## src/rtl/cpu_control.sv

```systemverilog
// Control FSM for a small bus-based CPU: decodes a latched instruction into per-cycle datapath
// enables. Optional retired-instruction counter enabled by CPU_CONTROL_INSTR_COUNT_EN.
module cpu_control (
    input  logic       clk,
    input  logic       reset,
    input  logic       run,
    input  logic [7:0] instr,
    output logic       busy,
    output logic       Done,
    output logic [1:0] op_code,
    output logic       data_in,
    output logic       R0_out,
    output logic       R1_out,
    output logic       R2_out,
    output logic       R3_out,
    output logic       R0_buff,
    output logic       R1_buff,
    output logic       R2_buff,
    output logic       R3_buff,
    output logic       Store_out,
    output logic       ALU_in_Ext,
    output logic       ALU_out_Ext,
    output logic       alu_open,
    output logic [7:0] instr_count
);

    typedef enum logic [1:0] {StIdle, StT1, StT2, StT3} state_e;

    localparam logic [2:0] OpLoad  = 3'b000;
    localparam logic [2:0] OpMove  = 3'b001;
    localparam logic [2:0] OpStore = 3'b110;

    state_e     state_q, state_d;
    logic [7:0] ir_q;
    logic [2:0] opcode;
    logic [1:0] rx, ry;
    logic       is_alu;
    logic [3:0] rx_oh, ry_oh;
    logic [3:0] r_out, r_buff;
    logic       unused_ir;

    assign opcode    = ir_q[7:5];
    assign rx        = ir_q[4:3];
    assign ry        = ir_q[2:1];
    assign unused_ir = ir_q[0];
    assign is_alu    = (opcode >= 3'b010) && (opcode <= 3'b101);
    assign rx_oh     = 4'b0001 << rx;
    assign ry_oh     = 4'b0001 << ry;

    // IR only loads on the accepting IDLE edge, so run/instr are ignored while busy.
    always_ff @(posedge clk or negedge reset) begin
        if (!reset) begin
            state_q <= StIdle;
            ir_q    <= 8'h00;
        end else begin
            state_q <= state_d;
            if (state_q == StIdle && run) begin
                ir_q <= instr;
            end
        end
    end

    always_comb begin
        state_d = state_q;
        unique case (state_q)
            StIdle:  if (run) state_d = StT1;
            StT1:    state_d = is_alu ? StT2 : StIdle;
            StT2:    state_d = StT3;
            StT3:    state_d = StIdle;
            default: state_d = StIdle;
        endcase
    end

    always_comb begin
        busy        = (state_q != StIdle);
        Done        = 1'b0;
        op_code     = 2'b00;
        data_in     = 1'b0;
        r_out       = 4'b0000;
        r_buff      = 4'b0000;
        Store_out   = 1'b0;
        ALU_in_Ext  = 1'b0;
        ALU_out_Ext = 1'b0;
        alu_open    = 1'b0;
        // ALU opcodes 010..101 map to selects 00..11.
        if (busy && is_alu) begin
            op_code = opcode[1:0] + 2'd2;
        end
        unique case (state_q)
            StT1: begin
                if (is_alu) begin
                    r_buff     = rx_oh;
                    ALU_in_Ext = 1'b1;
                end else begin
                    Done = 1'b1;
                    case (opcode)
                        OpLoad: begin
                            data_in = 1'b1;
                            r_out   = rx_oh;
                        end
                        OpMove: begin
                            r_buff = ry_oh;
                            r_out  = rx_oh;
                        end
                        OpStore: begin
                            r_buff    = rx_oh;
                            Store_out = 1'b1;
                        end
                        default: ;
                    endcase
                end
            end
            StT2: begin
                r_buff      = ry_oh;
                ALU_out_Ext = 1'b1;
            end
            StT3: begin
                alu_open = 1'b1;
                r_out    = rx_oh;
                Done     = 1'b1;
            end
            default: ;
        endcase
    end

    assign {R3_out, R2_out, R1_out, R0_out}     = r_out;
    assign {R3_buff, R2_buff, R1_buff, R0_buff} = r_buff;

`ifdef CPU_CONTROL_INSTR_COUNT_EN
    logic [7:0] count_q;

    always_ff @(posedge clk or negedge reset) begin
        if (!reset) begin
            count_q <= 8'h00;
        end else if (Done) begin
            count_q <= count_q + 8'd1;
        end
    end

    assign instr_count = count_q;
`else
    assign instr_count = 8'h00;
`endif

endmodule
```

## config.mk

```make
export PLATFORM = sky130hd
export DESIGN_NAME = cpu_control
export DESIGN_NICKNAME = d
export VERILOG_FILES = /design/src/rtl/cpu_control.sv
export SDC_FILE = /design/constraint.sdc
export NUM_CORES = 1
export LEC_CHECK = 0
export ABC_AREA = 1
export BUFFER_PORTS_ARGS = -buffer_cell sky130_fd_sc_hd__buf_2
export CAP_MARGIN = 20
export CORE_MARGIN = 4
export CORE_UTILIZATION = 48
export DETAILED_ROUTE_END_ITERATION = 10
export PLACE_DENSITY = 0.87
export SLEW_MARGIN = 20
export SYNTH_ARGS = -nofsm -noshare
export SYNTH_HDL_FRONTEND = slang
export SYNTH_SLANG_ARGS = --single-unit
```

## constraint.sdc

```tcl
create_clock -name clk -period 2.45 [get_ports clk]
set_input_delay 0.1225 -clock clk [delete_from_list [all_inputs] [get_ports clk]]
set_output_delay 0.1225 -clock clk [all_outputs]
set_load 0.01 [all_outputs]
```

After elaboration in Yosys (flattened, before gate mapping)
Index checks and enable logic that the tools add are counted.

Logic and storage cells: 42. Output and inout bits: 25. Input bits: 11. Flip-flop bits (word level): 10.

Magnitude comparators: 2. Add/subtract/negate cells: 1. Shifts and indexed selects: 2. Muxes and demuxes: 22. Eq/ne operators: 6. Reduce and logical (&&, ||, !) cells: 7.

Operators by type and width (count): $pmux 4 s2 (3); $mux 4 (3); $mux 1 (11); $pmux 2 s4 (1); $shl 1x2->4 const A (2); $mux 2 (3); $eq 2x2->1 const B (2); $eq 3x1->1 const B (1); $eq 3x3->1 const B (1); $ge 3x2->1 const B (1); $le 3x3->1 const B (1); $logic_and 1x1->1 (3); $logic_not 3->1 (1); $add 2x2->2 const B (1); $eq 2x1->1 const B (1); $logic_not 2->1 (1); $ne 2x2->1 const B (1); $pmux 1 s2 (1); $reduce_bool 2->1 (1); $reduce_or 2->1 (1).

Logic depth before layout (Yosys ltp)
Word-level depth: 5. Depth in mapped cells: 9. Gate-level depth less buffers: 9.

Worst setup path before layout
OpenSTA, ideal clock, no wires.

Kind: flip-flop to flip-flop. From: reg state_q[0]. To: reg with a tool-made name. Buffers on the path: 0. Arrival time: 1255 ps. Setup time: 130 ps. Path slack: 1065 ps. Period minus slack after synthesis: 1385 ps. Data required time: 2320 ps. Cell stages (with the launch flop): 7. Path through: dfrtp_1 inv_1 ha_1 inv_1 or2_2 a21oi_1 a31oi_1.

RTL lines: start, declared (RTL line 33) `state_e state_q, state_d;`; start signal, assigned (RTL line 53) `state_q <= StIdle;`; start signal, assigned (RTL line 56) `state_q <= state_d;`.

==> out/results.ini <==
[clocking]
path_clk_slew_ns=0.06
ctsHtreeMaxLevel=1
clock_sinks=9
cts_tree=built
cts_root_buffer=clkbuf_4
cts_buffer_depth=2
post-cts-setup-buffers=0
cts_buffers=3
clk_latency_ns=0.26

[synth]
avgSynthCellArea_um2=6.796
synth-compound-area-share_pct=12.33
yosysWarnings=0
synth_simple_gate_area_share_pct=30.41
syn_area_um2=740.7
yosys_register_bits=9
synth_mux_area_share_pct=1.520
synth_fa_ha_area_share_pct=8.446
synth.distinct_cells=22
synth_top_family_by_area=simple AND/OR/NAND/NOR gates
ys_seq_area_share_pct=30.41
synth-xor-area-share_pct=0
netlist_instances=109

[placement]
dpl.hpwl_um=1395
portBuffers=26
dpl_cell_area_um2=850.8
gp_congestion=0.8451

[worst_setup_path]
crit-reg2reg-launch=state_q[0]$_DFFE_PN0P_
reg2reg_to=ir_q[2]$_DFFE_PN0P_
critPathRequiredTime_ns=2.33
r2r_slack_ns=0.84
cp.arrival_ns=1.72
critPathMaxStageDelay_ns=0.42
crit_path_end=R0_buff
cp-start-kind=register
crit_top_cell=inv_1
ff2ff_path_depth=4
slowest_stage=dfrtp_1
cp_max_fo=5
path_class=register to primary output
endpoint_kind=primary output
cp_cell_sequence=inv_1 -> ha_1 -> inv_1 -> nor2_1 -> nand2_1 -> a21oi_1 -> buf_2

[power]
peakVddDrop_mv=0.5669
p_leak_nw=0.5228
p_per_area_mw_per_mm2=1226

[timing]
setup_viol=0
tns_ns=0
fmax_ghz=0.5440
grt_setup_unrepaired=no
fin_worst_hold_slack_ns=0.1011
drv_slew=0
hold_viol=0
fin_crit_sh_pct=75.03
period_needed_ns=1.838
clock_skew_ns=0.002758

[die]
ioPinCount=36
core_area_mm2=0.001383
fp.dieArea_mm2=0.002235
die_h_um=47.28
row_count=13
dieWidth_um=47.28
start_util_pct=53.57

[finish]
layout_common_cells=26 x buf_2, 20 x nor2_1, 16 x nand2_1, 13 x inv_1, 11 x a21oi_1
antenna_cells=0
finalNetCount=155
drive_gt1_share_pct=26.09
post-route-cell-area_um2=887.1
area_delta_synth_final_pct=19.76
final_common_cell=buf_2
fill_cells=127

[detailed_routing]
drt_first_pass_iters=4
drc=0
drt_iter0_drc=28
vias=752
routed_wl_um=1686
ant_nets=0
routed_via_density=4.915
routedWlPerCell_um=11.02

[status]
status=finished clean

[global_route]
grt_overflow=0
antenna_found_initial=0
grt_pass1_vias=653
grt_pass1_wl_um=2677
grt_max_degree=14
grt_usage_pct=17.25

[flow_run]
maxCapViolCount=0

[worst_hold_path]
hold_class=input port to register

routing by layer:
metal	wire (µm)	track usage (%)	share of wire, %	vias to the layer above
met5	0	0	0	-
met4	12	8.287	0.71	0
met3	127	3.448	7.5	2
met2	830	26.47	49	33
met1	715	22.97	42	329
li1	-	-	-	388
repair_timing:
action | CTS | global route
hold buffers | 1 | 0
setup endpoints to repair | 0 | 0
resized for setup | 0 | 0
hold endpoints to repair | 9 | 0
area by class of cell:
type | instances | area [µm²] | share of cell area (%)
multi-input cells | 83 | 420.4 | 47.39
flip-flops and latches | 9 | 225.2 | 25.39
repair buffers | 27 | 140.1 | 15.80
inverters | 15 | 56.30 | 6.347
clock buffers | 4 | 26.28 | 2.962
well taps | 15 | 18.77 | 2.116
power by group:
part           leakage, nW  internal, W  switching, W  total (W)
registers            0.100     0.000221     0.0000871   0.000308
logic                0.408     0.000250      0.000414   0.000664
clock network       0.0150    0.0000628     0.0000526   0.000115
total                0.523     0.000534      0.000554    0.00109
worst max-delay path, delay by kind of cell, from the launching register on:
kind	cells	cell delay [ns]
buffers and inverters	3	0.36
DFF	1	0.42
and+or+nand+nor	2	0.26
adders and majority gates	1	0.27
AOI/OAI and AO/OA	1	0.14
through the flow:
stage          worst slack (ns)  util (%)  std cells   power, W
3_3_place_gp             0.8894     61.54        148  0.0009472
6_report                 0.6117     64.16        153   0.001088
4_1_cts                  0.6267     64.16        153   0.001091
3_5_place_dp             0.8468     61.54        148  0.0009695
5_1_grt                  0.4013     64.16        153   0.001210
2_1_floorplan             1.065         -        116  0.0007789
Yosys cell counts:
| master | number | share of area, % |
|---|---|---|
| mux2_2 | 1 | 1.5 |
| buf_2 | 1 | 0.68 |
| clkinv_1 | 1 | 0.51 |
| nand2_1 | 16 | 8.1 |
| buf_4 | 8 | 8.1 |
| nor2_2 | 2 | 1.7 |
| ha_1 | 5 | 8.4 |
| nand3_1 | 5 | 3.4 |
| nor2_1 | 20 | 10 |
| nor3b_1 | 1 | 1.0 |
| or2_2 | 2 | 1.7 |
| nand4_1 | 1 | 0.85 |
| conb_1 | 1 | 0.51 |
| o21ai_0 | 3 | 2.0 |
| nand2_2 | 1 | 0.85 |
| dfrtp_1 | 9 | 30 |
| nor3_1 | 4 | 2.7 |
| inv_1 | 13 | 6.6 |
| a31oi_1 | 1 | 0.85 |
| inv_2 | 1 | 0.51 |
| o21bai_1 | 2 | 2.0 |
| a21oi_1 | 11 | 7.4 |
how the worst min path moves through the flow:
stage | start | endpoint | slack [ns] | depth (start not counted)
after floorplan | reset | asynchronous set/reset pin | -0.17 | 0
after global placement | reset | ir_q[6]$_DFFE_PN0P_ | -0.02 | 1
after detailed placement | reset | ir_q[7]$_DFFE_PN0P_ | -0.02 | 1
after CTS | instr[2] | ir_q[2]$_DFFE_PN0P_ | 0.09 | 2
after global routing | instr[2] | ir_q[2]$_DFFE_PN0P_ | 0.10 | 2
final | instr[2] | ir_q[2]$_DFFE_PN0P_ | 0.10 | 2
kinds of logic (layout without fill, tap and decap cells):
kind of cell,Yosys count,in the layout
AO/OA/AOI/OAI,17,17
other,1,8
flip-flops,9,9
AND/OR/NAND/NOR,52,52
multiplexers,1,1
adder cells (fa/ha/maj),5,5
buffers and inverters,24,46
No activity file was read; power rests on OpenSTA's default activity.
